File: config.mk
export PLATFORM = sky130hd
export DESIGN_NAME = digit_scan_ctrl_flat
export DESIGN_NICKNAME = d
export VERILOG_FILES = /design/src/rtl/digit_scan_ctrl_if.sv /design/src/rtl/digit_scan_ctrl.sv /design/src/flat_wrapper.sv
export SDC_FILE = /design/constraint.sdc
export NUM_CORES = 1
export LEC_CHECK = 0
export ABC_AREA = 1
export BUFFER_PORTS_ARGS = -buffer_cell sky130_fd_sc_hd__buf_2
export CAP_MARGIN = 20
export CORE_UTILIZATION = 45
export CTS_CLUSTER_SIZE = 12
export DETAILED_ROUTE_END_ITERATION = 10
export PLACE_DENSITY = 0.73
export SKIP_LAST_GASP = 1
export SYNTH_ARGS = -nofsm -noshare
export SYNTH_HDL_FRONTEND = slang
export SYNTH_SLANG_ARGS = --single-unit
File: constraint.sdc
create_clock -name clk -period 1.4 [get_ports clk]
set_input_delay 0.21 -clock clk [delete_from_list [all_inputs] [get_ports clk]]
set_output_delay 0.21 -clock clk [all_outputs]
set_load 0.05 [all_outputs]
File: src/rtl/digit_scan_ctrl_if.sv
// Bus between the 7-segment scan controller and its neighbours: display data and mask
// come in, and the mux select, latched data and anode drive go out.
interface digit_scan_ctrl_if;
  logic [15:0] data_in;
  logic [3:0]  digit_en;
  logic [1:0]  sel;
  logic [15:0] data_out;
  logic [3:0]  an;
  logic        blank;
  logic        frame_tick;

  modport master (
    output data_in, digit_en,
    input  sel, data_out, an, blank, frame_tick
  );

  modport slave (
    input  data_in, digit_en,
    output sel, data_out, an, blank, frame_tick
  );
endinterface

File: src/rtl/digit_scan_ctrl.sv
// Time-multiplexed 4-digit scan controller with frame-boundary data capture and
// per-slot anode dead-time. Every output is a register loaded from the next-state decode.
module digit_scan_ctrl #(
  parameter int unsigned TICK_DIV    = 100000,
  parameter int unsigned DEAD_CYCLES = 1000
) (
  input  logic             clk,
  input  logic             reset,
  digit_scan_ctrl_if.slave bus
);

  localparam int unsigned     CNT_W     = $clog2(TICK_DIV);
  localparam logic [CNT_W-1:0] TICK_LAST = CNT_W'(TICK_DIV - 1);
  localparam logic [CNT_W-1:0] DEAD_END  = CNT_W'(DEAD_CYCLES);

  logic [CNT_W-1:0] tick_cnt, tick_nxt;
  logic [1:0]       sel_q, sel_nxt;
  logic [15:0]      data_q, data_nxt;
  logic [3:0]       en_q, en_nxt;
  logic [3:0]       an_q, an_nxt;
  logic             blank_q, blank_nxt;
  logic             frame_q, frame_nxt;
  logic             in_dead_c;

  // Dead window at the start of each slot, evaluated on the upcoming tick count.
  if (DEAD_CYCLES == 0) begin : g_no_dead
    assign in_dead_c = 1'b0;
  end else begin : g_dead
    assign in_dead_c = (tick_nxt < DEAD_END);
  end

  always_ff @(posedge clk) begin
    if (reset) begin
      tick_cnt <= '0;
      sel_q    <= 2'd0;
      data_q   <= 16'h0000;
      en_q     <= 4'b0000;
      an_q     <= 4'b1111;
      blank_q  <= 1'b1;
      frame_q  <= 1'b0;
    end else begin
      tick_cnt <= tick_nxt;
      sel_q    <= sel_nxt;
      data_q   <= data_nxt;
      en_q     <= en_nxt;
      an_q     <= an_nxt;
      blank_q  <= blank_nxt;
      frame_q  <= frame_nxt;
    end
  end

  // frame_q is high in the last cycle of slot 3, so it doubles as the capture strobe.
  always_comb begin
    tick_nxt  = tick_cnt + CNT_W'(1);
    sel_nxt   = sel_q;
    data_nxt  = data_q;
    en_nxt    = en_q;
    an_nxt    = 4'b1111;
    blank_nxt = 1'b1;
    frame_nxt = 1'b0;

    if (tick_cnt == TICK_LAST) begin
      tick_nxt = '0;
      sel_nxt  = sel_q + 2'd1;
    end

    if (frame_q) begin
      data_nxt = bus.data_in;
      en_nxt   = bus.digit_en;
    end

    blank_nxt = ~en_nxt[sel_nxt];
    frame_nxt = (sel_nxt == 2'd3) && (tick_nxt == TICK_LAST);

    if (!in_dead_c && !blank_nxt) begin
      an_nxt[sel_nxt] = 1'b0;
    end
  end

  assign bus.sel        = sel_q;
  assign bus.data_out   = data_q;
  assign bus.an         = an_q;
  assign bus.blank      = blank_q;
  assign bus.frame_tick = frame_q;

endmodule

File: src/flat_wrapper.sv
// flat-port wrapper written by rule: the top's interface ports become plain ports
module digit_scan_ctrl_flat 
#(
  parameter int unsigned TICK_DIV    = 100000,
  parameter int unsigned DEAD_CYCLES = 1000
)
  (clk, reset, bus_data_in, bus_digit_en, bus_sel, bus_data_out, bus_an, bus_blank, bus_frame_tick);
  digit_scan_ctrl_if bus_i ();
  input  logic clk;
  input  logic reset;
  input wire logic [$bits(bus_i.data_in)-1:0] bus_data_in;
  input wire logic [$bits(bus_i.digit_en)-1:0] bus_digit_en;
  output wire logic [$bits(bus_i.sel)-1:0] bus_sel;
  output wire logic [$bits(bus_i.data_out)-1:0] bus_data_out;
  output wire logic [$bits(bus_i.an)-1:0] bus_an;
  output wire logic [$bits(bus_i.blank)-1:0] bus_blank;
  output wire logic [$bits(bus_i.frame_tick)-1:0] bus_frame_tick;
  assign bus_i.data_in = bus_data_in;
  assign bus_i.digit_en = bus_digit_en;
  assign bus_sel = bus_i.sel;
  assign bus_data_out = bus_i.data_out;
  assign bus_an = bus_i.an;
  assign bus_blank = bus_i.blank;
  assign bus_frame_tick = bus_i.frame_tick;
  digit_scan_ctrl #(.TICK_DIV(TICK_DIV), .DEAD_CYCLES(DEAD_CYCLES)) u_core (.clk(clk), .reset(reset), .bus(bus_i));
endmodule
==> metrics <==
H-tree depth 2; Die W 70.91 µm; Fin Setup TNS -1.573 ns; Synth Register Bits 45; Synth Instances just under 300; clock sink count 45; fin crit period about 1.6 ns; First-pass DRT Iterations 6; Clock Latency Late Sink about 0.29 ns; min-delay src bus_data_in[4]; Max IR drop VDD 0.5794 mV; Post-CTS Hold Buffers 0; Post-Syn Area about 2100 µm²; met3 usage 0.03989; Routed WL per cell 11.92 µm; P_leak around 1.4 nW; Synth Warn # 0; Seq/Total Area, Yosys 0.4215; CP Max Fanout 5; status finished, violations left; starting density of the core 0.4809; fin util 0.6678; Longest Clk Path Bufs 2; CTS buffer count 5; CP Capture Type register; Critical Path Source u_core.tick_cnt[0]$_SDFF_PP0_; Worst setup SP type register; global-route wire length before repair 8694 µm; kind of critical path register to register; vias in the first global route 2042; Antenna Cells 0; max-capacitance violation count 0; pwr dens 736.0 nW/µm²; Initial DRC Count 100; number of synthesized flops with an enable pin 0; Max Clk Rate approximately 0.62 GHz; ys async rst share 0; PnR worst setup slack -0.2220 ns; row count 24; dpl cell area 2736 µm²; clk root buf clkbuf_8; Final Wtd Congestion roughly 0.91; DIE AREA 5028 µm²; total number of vias 2170; Final Skew 0.001672 ns; TritonCTS clock tree yes; Total Routed Length 5210 µm; Die Ht roughly 71 µm; Critical R2R Launch u_core.tick_cnt[0]$_SDFF_PP0_; CP arrival between 1.5 and 2 ns; Final HPWL DP 3856 µm; failing checks setup timing; post-synth cell types 33; final instance area 2968 µm²; clock-pin slew on the worst setup and hold paths ~0.08 ns; Most Crowded Layer GR met2; Via density 4.966; Ports 46; Syn Nets between 300 and 400; Max Slew Vio Count 0; grt ovf 0; FF-to-FF setup slack -0.22 ns; DRC Markers 0; M2 GR Usage 0.3782; area grow syn2layout 38.88%; RSZ-0062 raised after global routing true; top_reg_cell synth dfxtp_1; layout cells sized above 1 0.4000; ANT nets after route 0; core box area between 4000 and 5000 µm²; total track usage 0.2171; largest net degree at the start of global routing 17; worst rel slew slack 0.8420; count of input and output buffers 45; Setup WS pre-CTS -0.2502 ns; fin crit share 1.159; Worst EP required 1.58 ns; synthesized area per cell 7.269 µm²; fin nets approximately 410; initial antenna violation count 0; Setup-failing EPs final 13; Worst Max-Slew Pin Slew 0.2305 ns; HP Class primary input to register; final hold viol count 0; GRT met1 Usage 0.2759
-- cell type report --
cell class                 instances  area [µm²]
fill                             373        1476
multi-input combinational        219        1245
sequential                        45       915.9
timing repair buffer              90       565.5
inverter                          23       90.09
clock buffer                       6       72.57
tap                               52       65.06
clock inverter                     2       13.76
-- flip-flops by register name, summed over array words and instances (netlist names) --
register               cells
u_core.bus.an              4
u_core.bus.blank           1
u_core.bus.data_out       16
u_core.bus.frame_tick      1
u_core.bus.sel             2
u_core.en_q                4
u_core.tick_cnt           17
-- layer usage --
metal  wire, µm  share of wire
met4         53          0.010
met2       2516           0.48
met1       2271           0.44
met5          0              0
met3        369          0.071
-- cells in the final DEF, fill, tap and decap left out, types with 8 or more instances in the layout --
| master | instances |
|---|---|
| buf_2 | 44 |
| nand3_1 | 15 |
| o21ai_0 | 16 |
| dfxtp_2 | 9 |
| buf_4 | 46 |
| nand2_4 | 8 |
| nor2_1 | 80 |
| inv_1 | 17 |
| nand2_1 | 40 |
| dfxtp_1 | 35 |
-- worst max-delay path: stages, from the launching register on --
cell and delay, ns:
dfxtp_4 0.38, ha_4 0.14, nand2_4 0.07, inv_4 0.08, nand2_4 0.07, nor2_8 0.12, nand2_4 0.10, nand2_4 0.10
nand2_4 0.07, nand3_2 0.06, nand3_2 0.08, nor2_4 0.14, nand3_2 0.08
-- per-stage QoR --
| stage | total power, mW | hold slack (ns) | cells |
|---|---|---|---|
| 3_5_place_dp | 1.414 | 0.4404 | 424 |
| 6_report | 2.184 | 0.1391 | 437 |
| 3_3_place_gp | 1.414 | 0.4333 | 424 |
| 4_1_cts | 2.200 | 0.1354 | 435 |
| 5_1_grt | 2.269 | 0.1385 | 437 |
| 2_1_floorplan | 1.359 | 0.3449 | 294 |
-- path summary, 6_finish.rpt --
path | endpoint | depth (start not counted)
setup reg to reg | u_core.bus.an[1]$_SDFF_PP1_ | 12
setup / recovery | u_core.bus.an[1]$_SDFF_PP1_ | 12
hold / removal | u_core.bus.data_out[4]$_SDFFE_PP0P_ | 3
hold reg to reg | u_core.en_q[2]$_SDFF_PP0_ | 2
-- report_power, final --
group / switching (mW) / internal [mW] / leakage (nW) / total, mW
registers: 0.00977 / 1.29 / 0.368 / 1.30
logic: 0.0446 / 0.0519 / 0.976 / 0.0965
clock network: 0.439 / 0.354 / 0.0417 / 0.792
total: 0.493 / 1.69 / 1.39 / 2.18
-- cells by family (layout without fill, tap and decap cells) --
| logic type | after synthesis | after routing | share of synthesized area |
|---|---|---|---|
| and+or+nand+nor | 184 | 184 | 0.4104 |
| DFF | 45 | 45 | 0.4215 |
| buffers and inverters | 30 | 121 | 0.05737 |
| AOI/OAI and AO/OA | 23 | 23 | 0.05796 |
| xor gates and xnor gates | 8 | 8 | 0.03279 |
| muxes | 3 | 3 | 0.01405 |
| adders and majority gates | 1 | 1 | 0.005854 |
-- timing repair --
item,CTS,global route
setup buffers,3,2
setup endpoints to repair,14,20
resized for setup,13,14
pin swaps,5,2
-- Yosys cell counts (all sizes together), types with 3 or more instances --
| library cell | n | area (µm²) |
|---|---|---|
| nor2 | 94 | 416.6 |
| nand2 | 53 | 241.5 |
| dfxtp | 45 | 900.9 |
| nand3 | 24 | 135.1 |
| inv | 21 | 78.82 |
| o21ai | 18 | 90.08 |
| xor2 | 7 | 61.31 |
| clkbuf | 5 | 18.77 |
| nand4 | 5 | 31.28 |
| nor3 | 4 | 25.02 |
| a21oi | 3 | 18.77 |
| mux2i | 3 | 30.03 |
(Power assumes the default switching activity.)
